`config.mk`:
```
export PLATFORM = sky130hd
export DESIGN_NAME = cmp_minmax_tracker
export DESIGN_NICKNAME = d
export VERILOG_FILES = /design/src/rtl/cmp_minmax_tracker_pkg.sv /design/src/rtl/cmp_minmax_tracker_cmp.sv /design/src/rtl/cmp_minmax_tracker.sv
export SDC_FILE = /design/constraint.sdc
export NUM_CORES = 1
export LEC_CHECK = 0
export CORE_MARGIN = 2
export CORE_UTILIZATION = 57
export CTS_CLUSTER_DIAMETER = 120
export DETAILED_ROUTE_END_ITERATION = 7
export PLACE_DENSITY = 0.81
export SLEW_MARGIN = 10
export SYNTH_ARGS = -nofsm -noshare
export SYNTH_HDL_FRONTEND = slang
export SYNTH_SLANG_ARGS = --single-unit
```
`constraint.sdc`:
```
create_clock -name clk -period 3.4 [get_ports clk]
set_clock_uncertainty 0.1 [all_clocks]
set_input_delay 0.68 -clock clk [delete_from_list [all_inputs] [get_ports clk]]
set_output_delay 0.68 -clock clk [all_outputs]
set_load 0.02 [all_outputs]
```
`src/rtl/cmp_minmax_tracker_pkg.sv`:
```
// Shared constants for the windowed max/min tracker: FSM state encoding and
// default sample width / window length.
package cmp_minmax_tracker_pkg;

    localparam int DEF_W      = 4;
    localparam int DEF_WINDOW = 8;

    localparam logic [1:0] ST_EMPTY = 2'd0;
    localparam logic [1:0] ST_ACCUM = 2'd1;
    localparam logic [1:0] ST_HOLD  = 2'd2;

endpackage

```
`src/rtl/cmp_minmax_tracker_cmp.sv`:
```
// Unsigned magnitude comparator (A vs B). Defaults to 4 bits; the width
// parameter lets the same port order serve other sample widths.
module comparatorBehavior4bits
    import cmp_minmax_tracker_pkg::*;
#(
    parameter int W = DEF_W
) (
    input  logic [W-1:0] A,
    input  logic [W-1:0] B,
    output logic         AeqB,
    output logic         AgeqB,
    output logic         AltB
);

    assign AeqB  = (A == B);
    assign AgeqB = (A >= B);
    assign AltB  = (A <  B);

endmodule

```
`src/rtl/cmp_minmax_tracker.sv`:
```
// Windowed running max/min tracker: accumulates up to WINDOW unsigned samples
// and presents max, min, all-equal flag and count on a registered output.
module cmp_minmax_tracker
    import cmp_minmax_tracker_pkg::*;
#(
    parameter int W      = DEF_W,
    parameter int WINDOW = DEF_WINDOW,
    parameter int CNT_W  = $clog2(WINDOW + 1)
) (
    input  logic             clk,
    input  logic             rst,
    input  logic             clear,
    input  logic             flush,
    input  logic             in_valid,
    output logic             in_ready,
    input  logic [W-1:0]     in_data,
    output logic             out_valid,
    input  logic             out_ready,
    output logic [W-1:0]     out_max,
    output logic [W-1:0]     out_min,
    output logic             out_eq_all,
    output logic [CNT_W-1:0] out_count
);

    localparam logic [CNT_W-1:0] WIN_CNT = CNT_W'(WINDOW);
    localparam logic [CNT_W-1:0] CNT_ONE = CNT_W'(1);

    logic [1:0]       state_r, state_nxt_s;
    logic [CNT_W-1:0] count_r, count_nxt_s;
    logic [W-1:0]     max_r, max_nxt_s;
    logic [W-1:0]     min_r, min_nxt_s;
    logic             eq_r, eq_nxt_s;
    logic             load_out_s;
    logic             accept_s;

    logic             max_eq_s, max_ge_s, max_lt_s;
    logic             min_eq_s, min_ge_s, min_lt_s;

    logic             out_valid_r;
    logic [W-1:0]     out_max_r, out_min_r;
    logic             out_eq_r;
    logic [CNT_W-1:0] out_count_r;

    comparatorBehavior4bits #(.W(W)) u_cmp_max (
        .A     (in_data),
        .B     (max_r),
        .AeqB  (max_eq_s),
        .AgeqB (max_ge_s),
        .AltB  (max_lt_s)
    );

    comparatorBehavior4bits #(.W(W)) u_cmp_min (
        .A     (in_data),
        .B     (min_r),
        .AeqB  (min_eq_s),
        .AgeqB (min_ge_s),
        .AltB  (min_lt_s)
    );

    assign in_ready = (state_r != ST_HOLD) && !clear;
    assign accept_s = in_valid && in_ready;

    // Next-state and datapath update; a clear overrides everything else.
    always_comb begin
        state_nxt_s = state_r;
        count_nxt_s = count_r;
        max_nxt_s   = max_r;
        min_nxt_s   = min_r;
        eq_nxt_s    = eq_r;
        load_out_s  = 1'b0;
        if (clear) begin
            state_nxt_s = ST_EMPTY;
            count_nxt_s = '0;
        end else begin
            case (state_r)
                ST_EMPTY: begin
                    if (accept_s) begin
                        max_nxt_s   = in_data;
                        min_nxt_s   = in_data;
                        eq_nxt_s    = 1'b1;
                        count_nxt_s = CNT_ONE;
                        if (WINDOW == 1) begin
                            state_nxt_s = ST_HOLD;
                            load_out_s  = 1'b1;
                        end else begin
                            state_nxt_s = ST_ACCUM;
                        end
                    end else begin
                        state_nxt_s = ST_EMPTY;
                    end
                end
                ST_ACCUM: begin
                    if (accept_s) begin
                        // Complementary flags must agree before a register moves.
                        if (max_ge_s && !max_lt_s) begin
                            max_nxt_s = in_data;
                        end else begin
                            max_nxt_s = max_r;
                        end
                        if (min_lt_s && !min_ge_s) begin
                            min_nxt_s = in_data;
                        end else begin
                            min_nxt_s = min_r;
                        end
                        eq_nxt_s    = eq_r && max_eq_s && min_eq_s;
                        count_nxt_s = count_r + CNT_ONE;
                    end else begin
                        count_nxt_s = count_r;
                    end
                    if (flush || (accept_s && (count_nxt_s == WIN_CNT))) begin
                        state_nxt_s = ST_HOLD;
                        load_out_s  = 1'b1;
                    end else begin
                        state_nxt_s = ST_ACCUM;
                    end
                end
                ST_HOLD: begin
                    if (out_ready) begin
                        state_nxt_s = ST_EMPTY;
                        count_nxt_s = '0;
                    end else begin
                        state_nxt_s = ST_HOLD;
                    end
                end
                default: begin
                    state_nxt_s = ST_EMPTY;
                    count_nxt_s = '0;
                end
            endcase
        end
    end

    // Window accumulation registers.
    always_ff @(posedge clk or posedge rst) begin
        if (rst) begin
            state_r <= ST_EMPTY;
            count_r <= '0;
            max_r   <= '0;
            min_r   <= '0;
            eq_r    <= 1'b0;
        end else begin
            state_r <= state_nxt_s;
            count_r <= count_nxt_s;
            max_r   <= max_nxt_s;
            min_r   <= min_nxt_s;
            eq_r    <= eq_nxt_s;
        end
    end

    // Result registers: captured on entry to HOLD, stable until the handshake.
    always_ff @(posedge clk or posedge rst) begin
        if (rst) begin
            out_valid_r <= 1'b0;
            out_max_r   <= '0;
            out_min_r   <= '0;
            out_eq_r    <= 1'b0;
            out_count_r <= '0;
        end else begin
            out_valid_r <= (state_nxt_s == ST_HOLD);
            if (load_out_s) begin
                out_max_r   <= max_nxt_s;
                out_min_r   <= min_nxt_s;
                out_eq_r    <= eq_nxt_s;
                out_count_r <= count_nxt_s;
            end else begin
                out_max_r   <= out_max_r;
                out_min_r   <= out_min_r;
                out_eq_r    <= out_eq_r;
                out_count_r <= out_count_r;
            end
        end
    end

    assign out_valid  = out_valid_r;
    assign out_max    = out_max_r;
    assign out_min    = out_min_r;
    assign out_eq_all = out_eq_r;
    assign out_count  = out_count_r;

endmodule
```
==> Yosys cells after proc, flatten, opt, wreduce, memory -nomap -nowiden <==
Cells that the tools add are included.
Widths: inputs -> output; s select.
{ "classes": {"add_sub_neg": 1, "order_cmp": 4, "eq_ne": 7, "muxes": 29, "reduce_logical": 12} }
{ "op_table": {"columns": ["op", "count"], "rows": [
  ["$mux 4", 14],
  ["$pmux 4 s2", 2],
  ["$pmux 4 s3", 1],
  ["$eq 4x4->1", 2],
  ["$ge 4x4->1", 2],
  ["$lt 4x4->1", 2],
  ["$logic_and 1x1->1", 7],
  ["$mux 1", 7],
  ["$mux 2", 3],
  ["$pmux 2 s3", 1],
  ["$add 4x1->4 const B", 1],
  ["$eq 2x2->1 const B", 2],
  ["$eq 4x4->1 const B", 1],
  ["$logic_not 1->1", 3],
  ["$eq 2x1->1 const B", 1],
  ["$logic_not 2->1", 1],
  ["$ne 2x2->1 const B", 1],
  ["$pmux 1 s2", 1],
  ["$logic_or 1x1->1", 1]
]} }
{ "totals": {"ff_bits": 29, "in_bits": 10, "output_inout_bits": 15, "wordCells": 63} }

==> Logic depth before layout (Yosys ltp) <==
Gate-level depths: netlist of run 1.
{ "depth": {"ltp_word": 13, "depth_mapped": 7} }

==> Hierarchy <==
Synthesis of run 1 repeated with hierarchy kept, for this count alone.
{ "hier_totals": {"cells_unflattened": 159, "hier_area_um2": 1676.6} }
{ "modules_own_cells": {"columns": ["module", "n_inst", "cells_each", "area_per_inst_um2"], "rows": [
  ["cmp_minmax_tracker", 1, 129, 1466.4],
  ["comparatorBehavior4bits", 2, 15, 105.1]
]} }

==> Worst setup path before layout of run 1 <==
OpenSTA, ideal clock, no wires.
{ "synth_path": {"path_type": "input to register", "startpoint": "in in_data[0]", "endpoint": "reg out_min_r[0], in the netlist out_min[0]", "setup_ns": 0.125, "t_arrival_ns": 2.197, "setup_slack_ns": 0.978, "cell_stages": 7, "path_cell_list": "inv_1 > ha_1 > nand2b_4 > a2111oi_4 > nor3_1 > a221o_1 > mux2_4"} }
{ "synth_between": {"elab_chain_len": 7} }
{ "synth_lines": {"columns": ["item", "line_no", "text"], "rows": [
  ["from (decl)", "cmp_minmax_tracker.sv:16", "input logic [W-1:0] in_data,"],
  ["$ge 4x4->1", "cmp_minmax_tracker_cmp.sv:16", "assign AgeqB = (A >= B);"],
  ["$logic_not 1->1", "cmp_minmax_tracker.sv:100", "if (min_lt_s && !min_ge_s) begin"],
  ["$logic_and 1x1->1", "cmp_minmax_tracker.sv:100", null],
  ["$mux 4", "cmp_minmax_tracker.sv:100", null],
  ["$mux 4", "cmp_minmax_tracker.sv:93", "if (accept_s) begin"],
  ["$pmux 4 s2 (*)", "cmp_minmax_tracker.sv:75", "case (state_r)"],
  ["$mux 4 (*)", "cmp_minmax_tracker.sv:71", "if (clear) begin"],
  ["via min_nxt_s[0]", "cmp_minmax_tracker.sv:31", "logic [W-1:0] min_r, min_nxt_s;"],
  ["to (signal assigned)", "cmp_minmax_tracker.sv:162", "out_min_r <= min_nxt_s;"],
  ["to (signal assigned)", "cmp_minmax_tracker.sv:167", "out_min_r <= out_min_r;"],
  ["to (decl)", "cmp_minmax_tracker.sv:40", "logic [W-1:0] out_max_r, out_min_r;"]
]} }
Mark *: on every way through the listed nets, which the timed path passes. The rest lies on a longest branch.
A chain may end at the register's enable or synchronous reset.

==> Worst setup path in the final report of run 1 <==
{ "layout_path": {"startpoint": "in clear", "endpoint": "out in_ready"} }
{ "layout_between": {"elab_chain_len": 2} }
{ "layout_lines": {"columns": ["item", "line_no", "text"], "rows": [
  ["from (decl)", "cmp_minmax_tracker.sv:12", "input logic clear,"],
  ["$logic_not 1->1", "cmp_minmax_tracker.sv:60", "assign in_ready = (state_r != ST_HOLD) && !clear;"],
  ["$logic_and 1x1->1", "cmp_minmax_tracker.sv:60", null],
  ["to (decl)", "cmp_minmax_tracker.sv:15", "output logic in_ready,"]
]} }
Every way passes these cells.

==> results of run 1 <==
[metrics by stage]
step,hold WS (ns),utilization [%]
5_1_grt,0.420,71.3
3_3_place_gp,0.369,68.7
3_5_place_dp,0.375,68.7
4_1_cts,0.396,71.3
2_1_floorplan,0.371,-
6_report,0.391,71.3
[cell families after synthesis]
group	after synthesis	share of synthesized area, %
buffers and inverters	14	4.90
adder cells (fa/ha/maj)	9	7.00
AND/OR/NAND/NOR	42	15.8
flip-flops	29	45.1
XOR/XNOR	2	1.09
AO/OA/AOI/OAI	25	12.8
multiplexers	19	13.4
[sequential cells by signal (all words and copies together), names as in the netlist]
| signal | cells |
|---|---|
| max_r | 4 |
| out_max | 4 |
| out_count | 4 |
| out_valid | 1 |
| state_r | 2 |
| min_r | 4 |
| out_eq_all | 1 |
| out_min | 4 |
| eq_r | 1 |
| count_r | 4 |
[critical path, cell delays in order]
cell and delay, ns:
clkdlybuf4s50_1 0.53, nor2_1 0.15, clkdlybuf4s50_1 0.61
[layout by cell type (no fill, tap or decap), drive strengths merged, types with 4 or more instances in the layout]
master / synthesis / layout
nand3: 5 / 5
dfrtp: 29 / 29
mux2: 17 / 17
clkdlybuf4s50: 0 / 24
nor2: 13 / 13
a21oi: 4 / 4
clkbuf: 0 / 7
inv: 10 / 10
ha: 9 / 9
o21ai: 6 / 6
nand2: 9 / 9
[cells in the mapped netlist (2+ instances only)]
library cell	count	share of area, %
mux2i_1	2	1.2
nor2_1	10	2.3
dfrtp_1	29	45
ha_1	9	7.0
nor2b_1	2	0.78
mux2_2	5	3.5
nand2_1	8	1.9
nand3_1	5	1.6
nor3_1	2	0.62
a21oi_1	2	0.62
a31o_1	3	1.6
or3_1	2	0.78
buf_2	2	0.62
inv_1	10	2.3
xnor2_1	2	1.1
nor4_2	2	1.6
o32ai_1	3	1.6
o21ai_0	6	1.9
a21oi_2	2	1.1
nand4_1	2	0.78
nand2b_1	2	0.78
mux2_1	11	7.7
[path summary, 6_finish.rpt]
path	cells after the start	slack [ns]	end
worst max-delay path	3	0.66	in_ready
worst min-delay path	1	0.39	out_count[3]
worst max register to register	6	1.19	out_min[0]
worst min register to register	1	0.39	out_count[3]
max in group asynchronous	3	2.32	max_r[0]
min in group asynchronous	3	0.61	count_r[1]
[cell type report]
type	instances	area share (%)
multi-input combinational	97	41.6
sequential	29	37.6
timing repair buffer	26	13.2
clock buffer	7	3.37
tap	31	2.01
inverter	10	1.94
clock inverter	1	0.259
[metal layers]
metal	part of all wire (%)	GRT usage, %	vias up
met3	3.8	7.03	4
li1	-	-	559
met4	0.93	7.64	0
met5	0	0	-
met2	51	37.4	27
met1	44	27.6	559
[power groups by stage]
stage               Combinational (W)  Sequential (W)  Clock, W
global placement             0.000496        0.000493         0
finish                       0.000518        0.000492  0.000237
detailed placement           0.000516        0.000498         0
floorplan                    0.000276        0.000552         0
global route                 0.000559        0.000505  0.000254
CTS                          0.000521        0.000493  0.000245
==> impl_results.md, run 1 <==
* Setup slack after layout at 0.658 ns
* Clk sinks at 29
* Design area at 1930 µm²
* Number of CTS-inserted buffers at 5
* Final WL at 3120 µm
* Setup tns final at 0 ns
* Hold Path Origin: out_count[3]
* Die W at 57.1 µm
* Final Max Tran Viols at 0
* Die ar. at 3260 µm²
* Final layout net count at around 190
* Post-synth EDFFs at 0
* Initial drt markers at 32
* Worst-path maximum fanout at 7
* Psw at 0.000431 W
* Boundary Pins at 25
* Flip-flop and latch area at just over 700 µm²
* Worst min-delay path class: flip-flop to flip-flop
* CP Capture Type: output pin
* DR pass1 iterations at 4
* Largest net degree at the start of global routing at 30
* Chip height at 57.1 µm
* Mapped Cells at 140
* Synth Cell Area at 1610 µm²
* Comb pwr share at about two fifths
* Total track usage at around 22%
* H-tree levels at 2
* Rel. slew slack at 70.5%
* # diodes at 0
* Root buffer cell: clkbuf_4
* Input/output buffers at 24
* Post-CTS sizing at 0
* Non-filler cells, final at 201
* Layout cell share with drive strength beyond 1 at 16.5%
* Clock network fraction of total power at 19.0%
* Arr. time, crit path at 1.96 ns
* Crit path kind: input port to output pin
* Number of global-route vias before repair at 1,273
* Ys Warns at 0
* Peak VDD IR at between 500 and 600 µV
* CTS tree: done
* Sw Share at 34.6%
* Cells after DPL at 193
* Initial antenna violation count at 0
* # rows at 19
* Max-Cap Viols at 0
* Power per Cell Area at 645 nW/µm²
* Flop pwr share at around 39%
* Syn Area/Cell at 11.5 µm²
* Syn Nets at about 160
* Post-route DRC at 0
* Core area at 2710 µm²
* Pre-CTS setup slack at 0.352 ns
* Wirelength per Cell at 15.5 µm
* RSZ-0062 raised after global routing: false
* Via count at around 1,100
* Grt ovf at 0
* Worst-path clk slew at roughly 0.09 ns
* Tcrit/Tclk final at 80.6%
* Status: complete, no violations
* Worst-margin pin slew at between 0.4 and 0.5 ns
* Crit path launch: clear
* Critical path data required time at ~2.6 ns
* Yosys reg bits at 29
* CTS max path bufs at 2
* Total power at 0.00125 W
* Setup violations, final at 0
* Crit Reg-Reg Startpoint: min_r[0]
* HPWL after detailed placement at 2300 µm
* Number of fill cells at 206
* Post-DP Area at 1860 µm²
* Final min period at 2.74 ns
* Fmax at 365 MHz
* Int Power at around 0.00082 W
* Async set-reset flop share out of synthesis at between 90% and 100%
* Final hold vios at 0
* Drt via density at 5.72
* Multi-input combinational cell area at 805 µm²
* Area added between synthesis and finish at 20.1%
* Sequential area share after synthesis at 45.1%
* First-pass GRT wire length at 5590 µm
* Initial Utilization at 59.4%
* Synth cell types at 41
* ANT nets after route at 0
* Post-CTS Setup Inserts at 0
* Most used flip-flop cell after synthesis: dfrtp_1
* LEAKAGE at approximately 0.85 nW
* Routability cong. at 0.842
* Worst setup SP type: input port
* Hold buffer count at CTS at 0
* Worst skew pair latency at 0.32 ns
No activity file was read; power rests on OpenSTA's default activity.
==> run 2, diff against run 1 <==
--- a/config.mk
+++ b/config.mk
@@ -6,10 +6,10 @@
 export NUM_CORES = 1
 export LEC_CHECK = 0
 export CORE_MARGIN = 2
-export CORE_UTILIZATION = 57
+export CORE_UTILIZATION = 48
 export CTS_CLUSTER_DIAMETER = 120
 export DETAILED_ROUTE_END_ITERATION = 7
-export PLACE_DENSITY = 0.81
+export PLACE_DENSITY = 0.72
 export SLEW_MARGIN = 10
 export SYNTH_ARGS = -nofsm -noshare
 export SYNTH_HDL_FRONTEND = slang
==> constraint.sdc (replaced) <==
create_clock -name clk -period 2.5 [get_ports clk]
set_clock_uncertainty 0.1 [all_clocks]
set_input_delay 0.5 -clock clk [delete_from_list [all_inputs] [get_ports clk]]
set_output_delay 0.5 -clock clk [all_outputs]
set_load 0.02 [all_outputs]
==> run 2 against run 1 <==
  * Clock-buffer cell count is 1 lower
  * Via count rose by 5.7%
  * Utilization fell by 9.5 points
  * Setup slack worse by 0.58 ns
  * Sequential power rose by 35%
  * Clock power rose by 16%
  * Sequential share of layout area decreased by 1.8 points
  * Hold slack is essentially flat
==> impl_results.md, run 2 (synthesized netlist as in run 1, its figures left out) <==
* Family with the most delay on the worst path: buffers and inverters
* CP max stage cell: clkdlybuf4s50_1
* Final min period at 2.43 ns
* Total track usage at 20.1%
* Hold buffer count at CTS at 0
* Post-Route Utilization at 61.8%
* Crit path kind: input port to flip-flop
* Initial drt markers at 39
* Die ar. at between 3000 and 4000 µm²
* Commonest non-fill, non-tap cell in the layout: dfrtp_1
* Worst path cell trace: clkdlybuf4s50_1 > inv_1 > ha_1 > nand2b_4 > a2111oi_4 > or3_4 > a221o_1 > mux2_4
* Setup tns final at 0 ns
* Arr. time, crit path at 2.55 ns
* LEAKAGE at 0.902 nW
* Layout cell share with drive strength beyond 1 at 21.9%
* ANT nets after route at 0
* Worst-path clk slew at around 0.1 ns
* Critical path data required time at about 2.6 ns
* HPWL after detailed placement at 2480 µm
* Flip-flop and latch area at 726 µm²
* Worst Path Buf+Inv at 2
* CTS max path bufs at 2
* Routability cong. at between 0.8 and 0.9
* Via count at 1,214
* Worst skew pair latency at approximately 0.33 ns
* Largest net degree at the start of global routing at 30
* Max stage delay on crit path at 0.47 ns
* Final WL at 3300 µm
* Post-route DRC at 0
* # rows at 21
* H-tree levels at 2
* Design area at 2030 µm²
* Critical path depth at 8
* Worst-margin pin slew at 0.407 ns
* Worst-path maximum fanout at 5
* # diodes at 0
* Post-DP Area at approximately 2000 µm²
* Number of fill cells at about 280
* Initial Utilization at 49.0%
* Multi-input combinational cell area at 805 µm²
* Final Max Tran Viols at 0
* Root buffer cell: clkbuf_4
* Core area at 3280 µm²
* Boundary Pins at 25
* Max-Cap Viols at 0
* Hold Path Cell Cnt at 1
* Number of global-route vias before repair at ~1,200
* Grt ovf at 0
* Rel. slew slack at between 70% and 80%
* Post-CTS sizing at 0
* Clk sinks at 29
* RSZ-0062 raised after global routing: true
* Tcrit/Tclk final at a little under 100%
* DR pass1 iterations at 5
* Wirelength per Cell at between 10 and 15 µm
* Chip height at 61.9 µm
* Final layout net count at 201
* Number of CTS-inserted buffers at 5
* Die W at 61.9 µm
* Worst min-delay path class: flip-flop to flip-flop
* Commonest cells after routing, fill and taps aside: dfrtp_1, clkdlybuf4s50_1, buf_4, mux2_1
* CTS tree: done
* Final hold vios at 0
* Area added between synthesis and finish at 26.1%
* Total power at 0.00168 W
* Fmax at 412 MHz
* Status: complete, no violations
* Peak VDD IR at about 500 µV
* First-pass GRT wire length at around 5500 µm
* Input/output buffers at 24
* Worst R2R Path Depth at 6
* Drt via density at 5.30
* Initial antenna violation count at 0
* CP Capture Type: flip-flop
* Setup violations, final at 0
* Worst setup SP type: input port
* Power per Cell Area at around 830 nW/µm²
## run 2: metrics by stage
stage	hold slack, ns	instances	worst slack (ns)
2_1_floorplan	0.371	140	0.258
3_3_place_gp	0.369	221	-0.278
3_5_place_dp	0.376	221	-0.340
4_1_cts	0.398	229	0.0101
5_1_grt	0.430	229	-0.0126
6_report	0.391	229	0.0742
## run 2: cell type report
cell class / instances / share of cell area, %
tap: 46 / 2.84
sequential: 29 / 35.8
inverter: 10 / 1.85
timing repair buffer: 39 / 17.4
clock buffer: 6 / 2.03
multi-input combinational: 97 / 39.6
clock inverter: 2 / 0.493
## run 2: where the power goes
group | internal [W] | switching [W]
combinational | 0.000378 | 0.000366
clock | 0.000107 | 0.000167
sequential | 0.000595 | 0.0000704
## run 2: path summary, 6_finish.rpt
path | slack (ns) | startpoint | end
setup / recovery | 0.07 | in_data[0] | out_min[0]
hold / removal | 0.39 | out_count[2] | out_count[2]
setup reg to reg | 0.34 | min_r[0] | out_min[0]
hold reg to reg | 0.39 | out_count[2] | out_count[2]
max in group asynchronous | 1.59 | rst | out_max[2]
min in group asynchronous | 0.43 | rst | count_r[3]
## run 2: repair_timing
action,4_1_cts,5_1_grt
setup endpoints to repair,0,7
endpoints found under the hold margin,0,0
buffers inserted,0,0
## run 2: metal layers
| layer | track usage, % | share of wire, % |
|---|---|---|
| met1 | 25.2 | 44 |
| met3 | 5.80 | 3.5 |
| met4 | 7.29 | 2.0 |
| met2 | 33.2 | 51 |
| met5 | 0 | 0 |
## run 2: worst register-to-register path, stage by stage (launching register included)
cell and delay (ns):
dfrtp_1 0.42, ha_1 0.30, nand2b_4 0.13, a2111oi_4 0.09, or3_4 0.41, a221o_1 0.35
mux2_4 0.26
